--- src/rtl/mdu_pkg.sv ---
// Shared types for the iterative multiply/divide unit: opcode encoding and FSM states.
package mdu_pkg;

  typedef enum logic [2:0] {
    MDU_MULT  = 3'd0,
    MDU_MULTU = 3'd1,
    MDU_DIV   = 3'd2,
    MDU_DIVU  = 3'd3,
    MDU_MTHI  = 3'd4,
    MDU_MTLO  = 3'd5
  } mdu_op_e;

  typedef enum logic [1:0] {
    IDLE = 2'd0,
    CALC = 2'd1,
    FIX  = 2'd2
  } mdu_state_e;

endpackage

--- src/rtl/mdu_step.sv ---
// One radix-2 iteration: shift-add for multiply, restoring shift-subtract for divide.
module mdu_step #(
  parameter int WIDTH = 32
) (
  input  logic               is_div,
  input  logic [2*WIDTH-1:0] acc_in,
  input  logic [WIDTH-1:0]   opnd,
  output logic [2*WIDTH-1:0] acc_out,
  output logic               qbit
);

  logic [WIDTH:0] sum;
  logic [WIDTH:0] diff;

  always_comb begin
    sum     = {1'b0, acc_in[2*WIDTH-1:WIDTH]} + (acc_in[0] ? {1'b0, opnd} : '0);
    // Shifted partial remainder needs WIDTH+1 bits; bit WIDTH of diff is the borrow.
    diff    = acc_in[2*WIDTH-1:WIDTH-1] - {1'b0, opnd};
    qbit    = 1'b0;
    acc_out = '0;
    if (is_div) begin
      qbit    = ~diff[WIDTH];
      acc_out = {(qbit ? diff[WIDTH-1:0] : acc_in[2*WIDTH-2:WIDTH-1]),
                 acc_in[WIDTH-2:0], 1'b0};
    end else begin
      acc_out = {sum, acc_in[WIDTH-1:1]};
    end
  end

endmodule

--- src/rtl/mdu_iter.sv ---
// Iterative MULT/MULTU/DIV/DIVU unit with architectural HI/LO and MTHI/MTLO.
// Handshake: a request is taken on a rising edge where op_valid && op_ready && !flush.
module mdu_iter
  import mdu_pkg::*;
#(
  parameter  int WIDTH = 32,
  localparam int CNT_W = $clog2(WIDTH) + 1
) (
  input  logic             clk,
  input  logic             resetn,
  input  logic             op_valid,
  output logic             op_ready,
  input  logic [2:0]       op,
  input  logic [WIDTH-1:0] src1,
  input  logic [WIDTH-1:0] src2,
  input  logic             flush,
  output logic             busy,
  output logic             done,
  output logic [WIDTH-1:0] hi,
  output logic [WIDTH-1:0] lo
);

  mdu_state_e         state, state_nxt;
  logic [CNT_W-1:0]   cnt;
  logic [2*WIDTH-1:0] acc, step_acc;
  logic [WIDTH-1:0]   opnd;
  logic               is_div, neg_res, neg_rem, step_q;

  logic               accept, is_md, div_op, signed_op, dz_now;
  logic [WIDTH-1:0]   abs1, abs2;
  logic [2*WIDTH-1:0] prod_fix;
  logic [WIDTH-1:0]   quot_fix, rem_fix;

  assign accept    = op_valid && op_ready && !flush;
  assign is_md     = (op[2] == 1'b0);
  assign div_op    = (op == MDU_DIV) || (op == MDU_DIVU);
  assign signed_op = (op == MDU_MULT) || (op == MDU_DIV);
  assign dz_now    = div_op && (src2 == '0);
  assign abs1      = (signed_op && src1[WIDTH-1]) ? -src1 : src1;
  assign abs2      = (signed_op && src2[WIDTH-1]) ? -src2 : src2;

  assign prod_fix  = neg_res ? -acc : acc;
  assign quot_fix  = neg_res ? -acc[WIDTH-1:0] : acc[WIDTH-1:0];
  assign rem_fix   = neg_rem ? -acc[2*WIDTH-1:WIDTH] : acc[2*WIDTH-1:WIDTH];

  mdu_step #(.WIDTH(WIDTH)) u_step (
    .is_div  (is_div),
    .acc_in  (acc),
    .opnd    (opnd),
    .acc_out (step_acc),
    .qbit    (step_q)
  );

  always_ff @(posedge clk) begin
    if (!resetn) state <= IDLE;
    else         state <= state_nxt;
  end

  always_comb begin
    state_nxt = state;
    case (state)
      IDLE:    if (accept && is_md) state_nxt = dz_now ? FIX : CALC;
      CALC:    if (flush) state_nxt = IDLE;
               else if (cnt == CNT_W'(1)) state_nxt = FIX;
      FIX:     state_nxt = IDLE;
      default: state_nxt = IDLE;
    endcase
  end

  always_comb begin
    op_ready = (state == IDLE);
    busy     = (state != IDLE);
  end

  always_ff @(posedge clk) begin
    if (!resetn) begin
      hi <= '0; lo <= '0; done <= 1'b0; cnt <= '0;
      acc <= '0; opnd <= '0; is_div <= 1'b0; neg_res <= 1'b0; neg_rem <= 1'b0;
    end else begin
      done <= 1'b0;
      case (state)
        IDLE: if (accept) begin
          case (op)
            MDU_MTHI: hi <= src1;
            MDU_MTLO: lo <= src1;
            MDU_MULT, MDU_MULTU, MDU_DIV, MDU_DIVU: begin
              is_div  <= div_op;
              cnt     <= dz_now ? '0 : CNT_W'(WIDTH);
              opnd    <= div_op ? abs2 : abs1;
              // Divide-by-zero pre-loads the final HI/LO image and skips sign fix-up.
              neg_res <= !dz_now && signed_op && (src1[WIDTH-1] ^ src2[WIDTH-1]);
              neg_rem <= !dz_now && signed_op && src1[WIDTH-1];
              if (dz_now)      acc <= {src1, {WIDTH{1'b1}}};
              else if (div_op) acc <= {{WIDTH{1'b0}}, abs1};
              else             acc <= {{WIDTH{1'b0}}, abs2};
            end
            default: ;
          endcase
        end
        CALC: begin
          acc <= {step_acc[2*WIDTH-1:1], step_acc[0] | step_q};
          cnt <= cnt - CNT_W'(1);
        end
        FIX: if (!flush) begin
          done <= 1'b1;
          if (is_div) begin
            hi <= rem_fix;
            lo <= quot_fix;
          end else begin
            hi <= prod_fix[2*WIDTH-1:WIDTH];
            lo <= prod_fix[WIDTH-1:0];
          end
        end
        default: ;
      endcase
    end
  end

endmodule

--- config.mk ---
export PLATFORM = sky130hd
export DESIGN_NAME = mdu_iter
export DESIGN_NICKNAME = d
export VERILOG_FILES = /design/src/rtl/mdu_pkg.sv /design/src/rtl/mdu_step.sv /design/src/rtl/mdu_iter.sv
export SDC_FILE = /design/constraint.sdc
export NUM_CORES = 1
export LEC_CHECK = 0
export CORE_ASPECT_RATIO = 1.1
export CORE_MARGIN = 4
export CORE_UTILIZATION = 45
export CTS_CLUSTER_SIZE = 24
export DETAILED_ROUTE_END_ITERATION = 6
export GPL_TIMING_DRIVEN = 0
export HOLD_SLACK_MARGIN = 0.1
export PLACE_DENSITY_LB_ADDON = 0.2
export REMOVE_ABC_BUFFERS = 1
export SLEW_MARGIN = 10
export SYNTH_ARGS = -nofsm -noshare
export SYNTH_HDL_FRONTEND = slang
export SYNTH_SLANG_ARGS = --single-unit
--- constraint.sdc ---
create_clock -name clk -period 7.44 [get_ports clk]
set_clock_uncertainty 0.05 [all_clocks]
set_input_delay 1.488 -clock clk [delete_from_list [all_inputs] [get_ports clk]]
set_output_delay 1.488 -clock clk [all_outputs]
set_load 0.05 [all_outputs]
# Yosys cells after proc, flatten, opt, wreduce, memory -nomap -nowiden
# Index checks and enable logic that the tools add are counted.
[word_totals] ff_bits=172 in_bits=71 word_cells=98
[op_classes] n_addsub=8 n_eq_ne=15 mux=35 bitwise_logic=4 n_reduce_logical=26
[ops] operator="32-bit two-way mux" n=16
[ops] operator="64-bit two-way mux" n=5
[ops] operator="32-bit negator" n=4
[ops] operator="32-bit case mux with 2 select lines" n=2
[ops] operator="64-bit case mux with 2 select lines" n=1
[ops] operator="64-bit negator" n=1
[ops] operator="32-bit by 33-bit adder with 33-bit output" n=1
[ops] operator="33-bit by 32-bit subtractor with 33-bit output" n=1
[ops] operator="32-bit logical NOT" n=1
[ops] operator="6-bit two-way mux" n=3
[ops] operator="6-bit case mux with 2 select lines" n=1
[ops] operator="2-bit by 1-bit != test with 1-bit output, second input constant" n=5
[ops] operator="1-bit logical AND" n=9
[ops] operator="2-bit two-way mux" n=4
[ops] operator="4-bit AND reduction" n=2
[ops] operator="3-bit by 2-bit == test with 1-bit output, second input constant" n=2
[ops] operator="3-bit == test, second input constant" n=2
[ops] operator="6-bit by 1-bit == test with 1-bit output, second input constant" n=1
[ops] operator="3-bit AND reduction" n=2
[ops] operator="2-bit nonzero test" n=3
[ops] operator="6-bit by 1-bit subtractor with 6-bit output, second input constant" n=1
[ops] operator="2-bit case mux with 2 select lines" n=1
[ops] operator="2-bit AND reduction" n=2
[ops] operator="4-bit OR reduction" n=1
[ops] operator="13 further kinds" n=17

# Logic depth before layout (Yosys ltp)
[depth] ltp_word=9 depth_mapped=14 depth_no_buf=12

# Modules after synthesis
# A second synthesis with hierarchy kept.
[unflattened] cells_unflattened=2035 hier_area_um2=15068.2
[by_module_without_submodules] module="mdu_iter" n_inst=1 cells_each=1404 area_per_inst_um2=10689.0
[by_module_without_submodules] module="mdu_step" n_inst=1 cells_each=631 area_per_inst_um2=4379.2

# Least setup slack after synthesis
# No wires, ideal clock.
[synth_path] path_kind="input to register" from="in src2[6]" to="reg acc[5]" setup_ns=0.070 t_arrival_ns=3.817 slack_ns=3.503 cell_stages=9 cell_sequence="or4_1 > or4_4 > nor4_4 > and2_1 > buf_4 > nor2_1 > buf_2 > a221o_1 > a21boi_1"
[synth_via] elab_chain_cells=6
[synth_lines] element="start, declared" line="mdu_iter.sv:15" rtl="input logic [WIDTH-1:0] src2,"
[synth_lines] element="32-bit logical NOT" line="mdu_iter.sv:38" rtl="assign dz_now = div_op && (src2 == '0);"
[synth_lines] element="1-bit logical AND" line="mdu_iter.sv:38"
[synth_lines] element="64-bit two-way mux" line="mdu_iter.sv:93" rtl="if (dz_now) acc <= {src1, {WIDTH{1'b1}}};"
[synth_lines] element="64-bit two-way mux" line="mdu_iter.sv:83" rtl="case (op)"
[synth_lines] element="64-bit two-way mux" line="mdu_iter.sv:82" rtl="IDLE: if (accept) begin"
[synth_lines] element="64-bit case mux with 2 select lines" line="mdu_iter.sv:81" rtl="case (state)"
[synth_lines] element="end signal, assigned" line="mdu_iter.sv:93"
[synth_lines] element="end signal, assigned" line="mdu_iter.sv:94" rtl="else if (div_op) acc <= {{WIDTH{1'b0}}, abs1};"
[synth_lines] element="end signal, assigned" line="mdu_iter.sv:95" rtl="else acc <= {{WIDTH{1'b0}}, abs2};"
[synth_lines] element="end, declared" line="mdu_iter.sv:25" rtl="logic [2*WIDTH-1:0] acc, step_acc;"
# Every way passes these cells. The select of a mux whose other input is x is not followed.
# A chain may end at the register's enable or synchronous reset.

==> impl_results.md <==
* Final Hold Fails at 0
* Fmax at 184 MHz
* Max capacitance violation total at 0
* Largest family of logic cells by synthesized area: compound AO/OA/AOI/OAI gates
* Remaining antenna violation count at 0
* Asr flop ratio synth at 0%
* Post-synthesis mux area share at 4.30%
* Crit path max fanout at 12
* Num CTS Buffers at 17
* FF-to-FF path depth at 9
* # port buffers at 137
* Row cnt at 69
* Final Wtd Congestion at 0.942
* Min Tclk post-route at 5440 ps
* Top cell type by total area after synthesis: dfxtp_1
* Share of post-route cells with drive strength above 1 at 5.82%
* Most frequent cells in the layout: 228 x a21oi_1, 192 x nor2_1, 171 x nand2_1
* DR pass1 iterations at 7
* Leakage at 6.60 nW
* Final period util at 73.2%
* Synthesis-to-finish area growth at 15.6%
* Post-synth EDFFs at 0
* Mapped cell area at 15000 sq um
* Largest net degree at the start of global routing at 77
* Final slew viol count at 0
* DP Worst Slack at 1730 ps
* CP Class: primary input to flip-flop
* Post-layout nets at 2209
* Xor/xnor cell area share of the yosys netlist at 9.73%
* # IOs at 138
* Initial antenna violation count at 0
* Die W at 182 um
* Chip height at 200 um
* Routed WL per cell at 23.0 um
* Grt ovf at 0
* First-pass GRT wire length at 87.5 mm
* Vias in the first global route at 15200
* Worst skew pair latency at 450 ps
* # fillers at 3189
* Outcome: finished with violations
* Worst-Margin Slew at 1180 ps
* Worst Path Arrival at 5730 ps
* Predominant post-synthesis flop cell: dfxtp_1
* Post-Synth Simple-Gate Area at 21.2%
* Synth Area in Compound Gates at 30.5%
* Post-synthesis sequential area ratio at 22.9%
* Adder-Cell Fraction of Synth Area at 6.09%
* PwrDens at 170 nW/um^2
* Clock Path Buffers at 2
* Register bit count reported by yosys at 172
* Reg clk slew, reported paths at 70 ps
* Via count at 15900
* CTS Root Cell: clkbuf_16
* Final core utilization at 53.2%
* Hold-fix buffers, CTS at 0
* Synthesized area per cell at 7.39 sq um
* Final setup violation count at 0
* RSZ-0062 raised after global routing: false
* WHS Path Cells at 2
* Yosys synthesis warning count at 0
* Initial core utilization at 46.1%
* Hold crit path type: flip-flop to flip-flop
* Crit path required time at 7720 ps
* HPWL after DPL at 43.8 mm
* Slew margin rel. at 20.8%
* DRT iter0 DRCs at 1683
* Total setup buffers inserted after CTS at 0
* Max VDD drop at 0.148 mV
* Core ar. at 32600 sq um
* Largest cells by area after synthesis: dfxtp_1 23%, a21oi_1 7.6%, ha_1 5.8%
* Failing checks: design-rule violations
* GRT Total Usage at 30.7%
* Startpoint class of the critical path: primary input
* Mapped Cells at 2033
* Post-CTS Resized at 0
* Die Area at 36400 sq um
* Most common cell after layout, fill and taps aside: a21oi_1
* CTS tree: yes
* Antenna Diode Count at 0
* # DRC at 9
* Top cell type's share of synthesized area at 22.9%
* Total Routed Length at 57.5 mm
* Crit. End Element: flip-flop
* Sink Count at 172
* Via/cell ratio at 6.36
* Synth cell types at 87
* Final worst slack at 2000 ps
* CTS H-tree lvls at 4
==> worst max-delay path, cell delays in order <==
cell and delay, ps:
clkdlybuf4s50_1 530, or4_1 660, nor4_1 430, nor4b_1 530, and2_1 670, nor2_1 370, nand2_1 580, nor2_1 110
a221oi_1 260, nor2b_1 90
==> cell usage after synthesis, types with 17 or more instances <==
cell        n
xor2_1     79
xnor2_1    88
o21ai_0   143
o31ai_1    30
a21boi_0   27
ha_1       70
nor2_1    195
dfxtp_1   172
buf_1      18
clkbuf_1  113
nand3_1    36
mux2i_1    50
o211ai_1   18
and2_1     20
nor2b_1    66
a31oi_1    19
nand2b_1   17
inv_1      60
nand2_1   172
a21o_1     31
a221oi_1   26
a21oi_1   228
a211oi_1   41
nor3_1     33
==> cell type report <==
type	count	area [sq um]	share of cell area [%]
Sequential cell	172	3450	19.8
Clock buffer	20	478	2.75
Multi-Input combinational cell	1658	10900	62.5
Inverter	61	229	1.32
Clock inverter	12	134	0.771
Tap cell	426	533	3.07
Timing Repair Buffer	156	1690	9.74
==> power breakdown <==
| part | leakage [nW] | internal (W) | switching, W |
|---|---|---|---|
| Clock | 0.298 | 0.000535 | 0.000412 |
| Combinational | 4.91 | 0.000378 | 0.000603 |
| Sequential | 1.40 | 0.000963 | 0.0000638 |
==> metal layers <==
metal / up-vias / GRT usage, % / share of wire (%)
met5: - / 0 / 0
met4: 0 / 16.5 / 6.2
met3: 181 / 4.10 / 6.8
met2: 777 / 49.5 / 45
met1: 7511 / 39.9 / 42
li1: 7467 / - / -
==> through the flow <==
| step | total power (W) | cells | hold WS, ps | TNS, ps | instance area, sq um |
|---|---|---|---|---|---|
| CTS | 0.00295 | 2505 | 416 | 0 | 17400 |
| finish | 0.00295 | 2505 | 415 | 0 | 17400 |
| floorplan | 0.00166 | 1891 | 380 | 0 | 14500 |
| detailed placement | 0.00201 | 2473 | 406 | 0 | 16800 |
| global placement | 0.00198 | 2454 | 407 | -29760 | 16400 |
| global route | 0.00308 | 2505 | 429 | 0 | 17400 |
==> path summary, 6_finish.rpt <==
path	start	endpoint	slack [ps]
setup / recovery	src2[23]	opnd[6]$_SDFFE_PN0P_	2000
hold reg to reg	opnd[3]$_SDFFE_PN0P_	opnd[3]$_SDFFE_PN0P_	410
hold / removal	opnd[3]$_SDFFE_PN0P_	opnd[3]$_SDFFE_PN0P_	410
setup reg to reg	acc[0]$_SDFFE_PN0P_	hi[16]$_SDFFE_PN0P_	2430
==> registers in the layout (all words and copies together), names as in the netlist <==
name / count
neg_rem: 1
state: 2
hi: 32
is_div: 1
cnt: 6
lo: 32
opnd: 32
neg_res: 1
done: 1
acc: 64
==> cells by family (layout without fill, tap and decap cells) <==
family / after synthesis / after routing
AOI/OAI and AO/OA: 710 / 710
and+or+nand+nor: 646 / 646
buffers and inverters: 203 / 249
DFF: 172 / 172
xor gates and xnor gates: 167 / 167
adders and majority gates: 72 / 72
muxes: 63 / 63
No activity file was read; power rests on OpenSTA's default activity.
